## src/rtl/half_predict_sequencer.sv

```systemverilog
// half_predict_sequencer: sequences layer-1/layer-2 predict blocks, then argmaxes the half-precision softmax outputs
// Ports: clk/rst (async, active-high); start/abort host controls; busy status;
//   l1_start/l1_done and l2_start/l2_done layer handshakes; y packed layer-2 outputs (element k at y[16*k +: 16]);
//   done pulse with class_idx/class_val result; error sticky watchdog flag.
module half_predict_sequencer #(
  parameter int OUTPUT_NODES = 10,
  parameter int IDX_W = 4,
  parameter int TIMEOUT = 4096,
  parameter int TMO_W = 13
) (
  input  logic clk,
  input  logic rst,
  input  logic start,
  input  logic abort,
  output logic busy,
  output logic l1_start,
  input  logic l1_done,
  output logic l2_start,
  input  logic l2_done,
  input  logic [16*OUTPUT_NODES-1:0] y,
  output logic done,
  output logic [IDX_W-1:0] class_idx,
  output logic [15:0] class_val,
  output logic error
);
  typedef enum logic [2:0] {IDLE, RUN_L1, WAIT_L1, RUN_L2, WAIT_L2, SCAN, FIN} state_t;
  localparam logic [IDX_W-1:0] LAST = IDX_W'(OUTPUT_NODES - 1);
  localparam logic [TMO_W-1:0] TMO_LAST = TMO_W'(TIMEOUT - 1);
  state_t state, nxt;
  logic tmo, accept;
  logic [TMO_W-1:0] cnt;
  logic [IDX_W-1:0] i, best_idx, res_idx;
  logic [15:0] best_val, res_val;
  logic [15:0] snap [OUTPUT_NODES];
  // NaN loses to everything, -0 folds onto +0, negatives order by inverted raw bits
  function automatic logic gt(input logic [15:0] a, input logic [15:0] b);
    logic na, nb;
    logic [15:0] ca, cb;
    na = (&a[14:10]) && (|a[9:0]);
    nb = (&b[14:10]) && (|b[9:0]);
    ca = (a == 16'h8000) ? 16'h0000 : a;
    cb = (b == 16'h8000) ? 16'h0000 : b;
    return na ? 1'b0 : nb ? 1'b1 : (ca[15] != cb[15]) ? cb[15] : ca[15] ? (ca < cb) : (ca > cb);
  endfunction
  assign busy = state != IDLE;
  assign accept = (state == IDLE) && start && !abort;
  // the result becomes visible in the done cycle and is held afterwards
  assign class_idx = done ? best_idx : res_idx;
  assign class_val = done ? best_val : res_val;
  always_ff @(posedge clk or posedge rst)
    if (rst) state <= IDLE;
    else state <= nxt;
  always_comb begin
    nxt = state;
    l1_start = 1'b0;
    l2_start = 1'b0;
    done = 1'b0;
    tmo = 1'b0;
    case (state)
      IDLE: nxt = accept ? RUN_L1 : IDLE;
      RUN_L1: begin
        l1_start = 1'b1;
        nxt = WAIT_L1;
      end
      WAIT_L1: begin
        tmo = !l1_done && (cnt == TMO_LAST);
        nxt = l1_done ? RUN_L2 : tmo ? IDLE : WAIT_L1;
      end
      RUN_L2: begin
        l2_start = 1'b1;
        nxt = WAIT_L2;
      end
      WAIT_L2: begin
        tmo = !l2_done && (cnt == TMO_LAST);
        nxt = l2_done ? ((OUTPUT_NODES == 1) ? FIN : SCAN) : tmo ? IDLE : WAIT_L2;
      end
      SCAN: nxt = (i == LAST) ? FIN : SCAN;
      FIN: begin
        done = 1'b1;
        nxt = IDLE;
      end
      default: nxt = IDLE;
    endcase
    if (abort && state != IDLE) begin
      nxt = IDLE;
      l1_start = 1'b0;
      l2_start = 1'b0;
      done = 1'b0;
      tmo = 1'b0;
    end
  end
  always_ff @(posedge clk or posedge rst)
    if (rst) begin
      cnt <= '0;
      i <= '0;
      best_idx <= '0;
      best_val <= '0;
      res_idx <= '0;
      res_val <= '0;
      error <= 1'b0;
      for (int k = 0; k < OUTPUT_NODES; k++) snap[k] <= '0;
    end else begin
      cnt <= (state == WAIT_L1 || state == WAIT_L2) ? cnt + TMO_W'(1) : '0;
      if (accept) begin
        error <= 1'b0;
        res_idx <= '0;
        res_val <= '0;
      end
      if (tmo) error <= 1'b1;
      if (state == WAIT_L2 && l2_done && !abort) begin
        for (int k = 0; k < OUTPUT_NODES; k++) snap[k] <= y[16*k +: 16];
        best_val <= y[15:0];
        best_idx <= '0;
        i <= IDX_W'(1);
      end
      if (state == SCAN && !abort) begin
        if (gt(snap[i], best_val)) begin
          best_val <= snap[i];
          best_idx <= i;
        end
        i <= i + IDX_W'(1);
      end
      if (done) begin
        res_idx <= best_idx;
        res_val <= best_val;
      end
    end
endmodule
```

## config.mk

```make
export PLATFORM = sky130hd
export DESIGN_NAME = half_predict_sequencer
export DESIGN_NICKNAME = d
export VERILOG_FILES = /design/src/rtl/half_predict_sequencer.sv
export SDC_FILE = /design/constraint.sdc
export NUM_CORES = 1
export LEC_CHECK = 0
export CAP_MARGIN = 20
export CORE_MARGIN = 2
export CORE_UTILIZATION = 50
export CTS_BUF_LIST = sky130_fd_sc_hd__clkbuf_16
export DETAILED_ROUTE_END_ITERATION = 7
export GPL_ROUTABILITY_DRIVEN = 0
export PLACE_DENSITY = 0.77
export SETUP_SLACK_MARGIN = 0.02
export SYNTH_ARGS = -nofsm -noshare
export SYNTH_HDL_FRONTEND = slang
export SYNTH_SLANG_ARGS = --single-unit
```

## constraint.sdc

```tcl
create_clock -name clk -period 14.35 [get_ports clk]
set_clock_uncertainty 0.2 [all_clocks]
set_input_delay 2.87 -clock clk [delete_from_list [all_inputs] [get_ports clk]]
set_output_delay 2.87 -clock clk [all_outputs]
set_load 0.05 [all_outputs]
```

Word-level counts from Yosys, hierarchy flattened
Cells that the tools add are included.
W data, S select, Z words.
- bits in writable memories: 0
- output and inout bits: 25
- word-level logic and storage cells: 100
- register bits: 221
- memory bits (read-only): 0
- latch bits: 0
- memories: 0
- shift operators: 0
- add/sub/neg operators: 2
- bitwise operators: 1
- equality and inequality tests: 11
- div/mod/pow operators: 0
- reductions and logical operators: 23
- order comparisons: 3
- multiplexer cells: 42
- multipliers: 0
- operators by type and width (kind ; count):
    $mux W16 ; 10
    $bmux W16 S4 ; 1
    $eq A16 B16 Y1 const B ; 2
    $mux W4 ; 8
    $reduce_or A10 Y1 ; 2
    $pmux W3 S6 ; 1
    $gt A16 B16 Y1 ; 1
    $lt A16 B16 Y1 ; 1
    $mux W1 ; 14
    $add A13 B1 Y13 const B ; 1
    $eq A13 B12 Y1 const B ; 1
    $mux W13 ; 1
    $logic_and A1 B1 Y1 ; 10
    $reduce_and A5 Y1 ; 2
    $eq A3 B3 Y1 const B ; 3
    $mux W3 ; 3
    $eq A3 B2 Y1 const B ; 2
    $mux W2 ; 3
    $reduce_bool A2 Y1 ; 3
    $ge A5 B5 Y1 const B ; 1
    $not A4 Y5 ; 1
    $add A4 B1 Y4 const B ; 1
    $eq A4 B4 Y1 const B ; 1
    $eq A3 B1 Y1 const B ; 1
    6 further kinds ; 8

Depth between registers and ports, before layout
- depth in word-level cells: 13
- gate-level depth with buffers: 20
- gate-level depth less buffers: 15

Least setup slack after synthesis
No wires, ideal clock.
- path kind: input port to output port
- start: input port abort
- end: output port class_val[10]
- stages on the path: 5
- path buffers: 2
- arrival: 4.694 ns
- slack: 6.586 ns
- cell sequence: clkbuf_1 -> nor2b_1 -> and3b_1 -> clkbuf_1 -> mux2_2
- cells in the longest elaborated chain, start to end: 3
- RTL lines (element ; RTL line ; RTL):
    start, declared ; 14 ; input logic abort,
    $logic_and A1 B1 Y1 ; 84 ; if (abort && state != IDLE) begin
    $mux W1 ; 84 ;
    net done ; 21 ; output logic done,
    $mux W16 ; 49 ; assign class_val = done ? best_val : res_val;
    end, declared ; 23 ; output logic [15:0] class_val,
The timed path passes the listed nets, and every way through them passes these cells.

Worst setup path after layout
- start: input port abort
- end: output port class_val[1]
- cells in the longest elaborated chain, start to end: 3
- RTL lines (element ; RTL line):
    $logic_and A1 B1 Y1 ; 84
    $mux W1 ; 84
    $mux W16 ; 49
No other way between the ends.

==> impl_metrics.toml <==
[route]
routed-via-count = 8654
drc = 0
antenna_left = 0
vias_per_cell = 5.37
drt-initial-drc-count = 642
avgRoutedWirePerCell_microns = 17.4
drt_first_pass_iters = 5
wl_microns = 28100

[pwr]
pwr-share-comb_pct = 33.2
p_clk_share_pct = 25.7
seq_power_share_pct = 41.1
ir_drop_mv = 0.0838
p_leak_nw = 6.75
power_density_mw_per_mm2 = 168
internal_power_mw = 1.49
switching_share_pct = 34.5
switching_power_uw = 786

[sta]
finalSetupViolCount = 0
period_share_pct = 61.8
min_period_ns = 8.87
rsz0062_at_grt = "false"
hold_viol = 0
max_slew_margin_pct = 37.5
worst_pin_slew_ns = 0.938
setup_tns_ns = 0
max_freq_mhz = 113
maxSlewViolCount = 0

[cells_and_area]
final_area_sq_mm = 0.0135
fin_cells = 1611
drive_gt1_share_pct = 7.49
utilization_pct = 64.2
final_common_cell = "nand2_1"
layout_common_cells = "499 x nand2_1, 220 x dfrtp_1, 190 x clkdlybuf4s50_1, 46 x mux2i_1, 42 x inv_1"
area_growth_pct = 25.3
nFillCells = 1702
nets = 1506

[critical_path]
rrSetupSlack_ns = 8.32
cp_data_arrival_time_ns = 5.80
rr_worst_depth = 16
worst_path_largest_cell_delay_ns = 0.84
rr_endpoint = "best_val[14]"
cp_num_buf_inv = 2
critical_path_class = "in2out"
r2r-start = "i[0]"
path_cells = "clkdlybuf4s50_1 -> nor2b_1 -> and3b_1 -> mux2_2 -> clkdlybuf4s50_1"
crit_top_cell = "clkdlybuf4s50_1"
cp-startpoint = "abort"
worst_ep_required_time_ns = 11.28
critical-path-slowest-cell = "and3b_1"
critPathCaptureType = "output pin"
critPathMaxFanout = 21
critPathLaunchType = "input port"
endpoint = "class_val[1]"
path_delay_family = "simple AND/OR/NAND/NOR gates"
worstSetupPathDepth = 5

[cts]
cts_setup_buffers = 0
post_cts_resized = 0
ctsHoldBuffers = 0
clock-root-buffer = "clkbuf_16"
clkSinkCount = 221
clock_path_buffers = 3
tritoncts = "built"
cts_max_level = 1
clk_pin_slew_worst_paths_ns = 0.06
clk_latency_ns = 0.51
cts_made_buffers = 24

[flow_run]
max-cap-violations = 0

[synthesis]
ys_ff_latch = 221
async_flop_share_pct = 100
synth_top_cell_by_area = "dfrtp_1"
syn_nets = 1351
yosysSeqAreaShare_pct = 51.2
synth.area.top_cells = "dfrtp_1 51%, nand2_1 17%, mux2i_1 4.3%"
synth_edf_count = 0
yosysTopAreaCellShare_pct = 51.2
syn_area_per_cell_sq_um = 9.26
netlist_area_sq_mm = 0.0108
syn-instance-count = 1166
yosysWarnings = 0
synthFlopType = "dfrtp_1"
ys_types = 54

[floorplan]
die_area_sq_mm = 0.0228
ioPinCount = 191
die_w_microns = 151
core_sq_mm = 0.0211
dieHeight_microns = 151
initial_core_util_pct = 51.2
rows = 53

[placement]
dpl.hpwl_microns = 19800
place.port_buffers = 190
postPlaceCellArea_sq_mm = 0.0128
numPlacedInstances = 1569

[grt]
antenna_found_initial = 0
grt_pass1_vias = 8452
grt_usage_pct = 25.4
gr-total-overflow = 0
grt_max_degree = 119
grt_first_pass_wirelength_microns = 45000

[min_path]
hp-class = "reg2reg"

[outcome]
status = "finished, final reports clean"
-- tightest hold or removal path: stages (launching register included) --
cell and delay [ns]:
dfrtp_1 0.34, nand2_1 0.05, nand2_1 0.06
-- layout make-up --
| class | count | area (sq um) | share of cell area, % |
|---|---|---|---|
| timing repair buffer | 198 | 1980 | 14.7 |
| sequential | 221 | 5530 | 40.9 |
| tap | 275 | 344 | 2.54 |
| antenna | 1 | 2.50 | 0.0185 |
| inverter | 39 | 154 | 1.14 |
| clock buffer | 25 | 626 | 4.62 |
| clock inverter | 15 | 111 | 0.823 |
| multi-input combinational | 837 | 4770 | 35.3 |
-- power by group through the flow --
stage	logic, mW	registers [mW]	clock network [mW]
after floorplan	0.583	0.880	0
after global placement	0.723	0.933	0
after detailed placement	0.743	0.941	0
after CTS	0.752	0.933	0.594
after global routing	0.840	0.958	0.622
final	0.756	0.935	0.584
-- cells in the mapped netlist (14+ instances only) --
cell      number
a21oi_1       19
clkbuf_1      44
dfrtp_1      221
ha_1          19
inv_1         39
mux2_2        36
mux2i_1       46
mux4_2        17
nand2_1      499
nor2_1        38
nor2b_1       23
o21ai_0       14
-- kinds of logic (layout without fill, tap and decap cells) --
family	count (synthesis)	in the layout	synth area share [%]
flops	221	221	51.2
mux	99	99	11.6
compound gates	90	90	5.97
fa+ha+maj	19	19	2.20
xor+xnor	11	11	0.892
simple gates	618	618	23.4
buf+inv	108	277	4.71
other cells	0	1	0
-- per-stage QoR --
stage	hold WS (ns)	power, mW	setup slack [ns]
finish	0.272	2.28	5.48
global route	0.287	2.42	5.30
CTS	0.273	2.28	5.48
detailed placement	0.259	1.68	5.48
global placement	0.252	1.66	5.58
floorplan	0.240	1.46	5.23
-- layer usage --
metal / wire, microns / up-vias / track usage (%)
met3: 1550 / 65 / 3.37
met5: 0 / - / 0
li1: - / 4115 / -
met1: 12800 / 4173 / 37.6
met2: 12800 / 301 / 38.7
met4: 921 / 0 / 9.30
-- flip-flops by register name, indices dropped and copies added (netlist names) --
register / cells
best_val: 16
i: 4
cnt: 13
best_idx: 4
snap: 160
res_val: 16
res_idx: 4
state: 3
error: 1
-- worst min-delay path by stage --
| stage | cells after the start | end | from | slack [ns] |
|---|---|---|---|---|
| final | 2 | snap[76] | snap[76] | 0.27 |
| after global routing | 2 | snap[127] | snap[127] | 0.29 |
| after CTS | 2 | snap[48] | snap[48] | 0.27 |
| after detailed placement | 2 | snap[98] | snap[98] | 0.26 |
| after global placement | 2 | snap[129] | snap[129] | 0.25 |
| after floorplan | 2 | snap[32] | snap[32] | 0.24 |
Power figures use the tool's default switching activity.
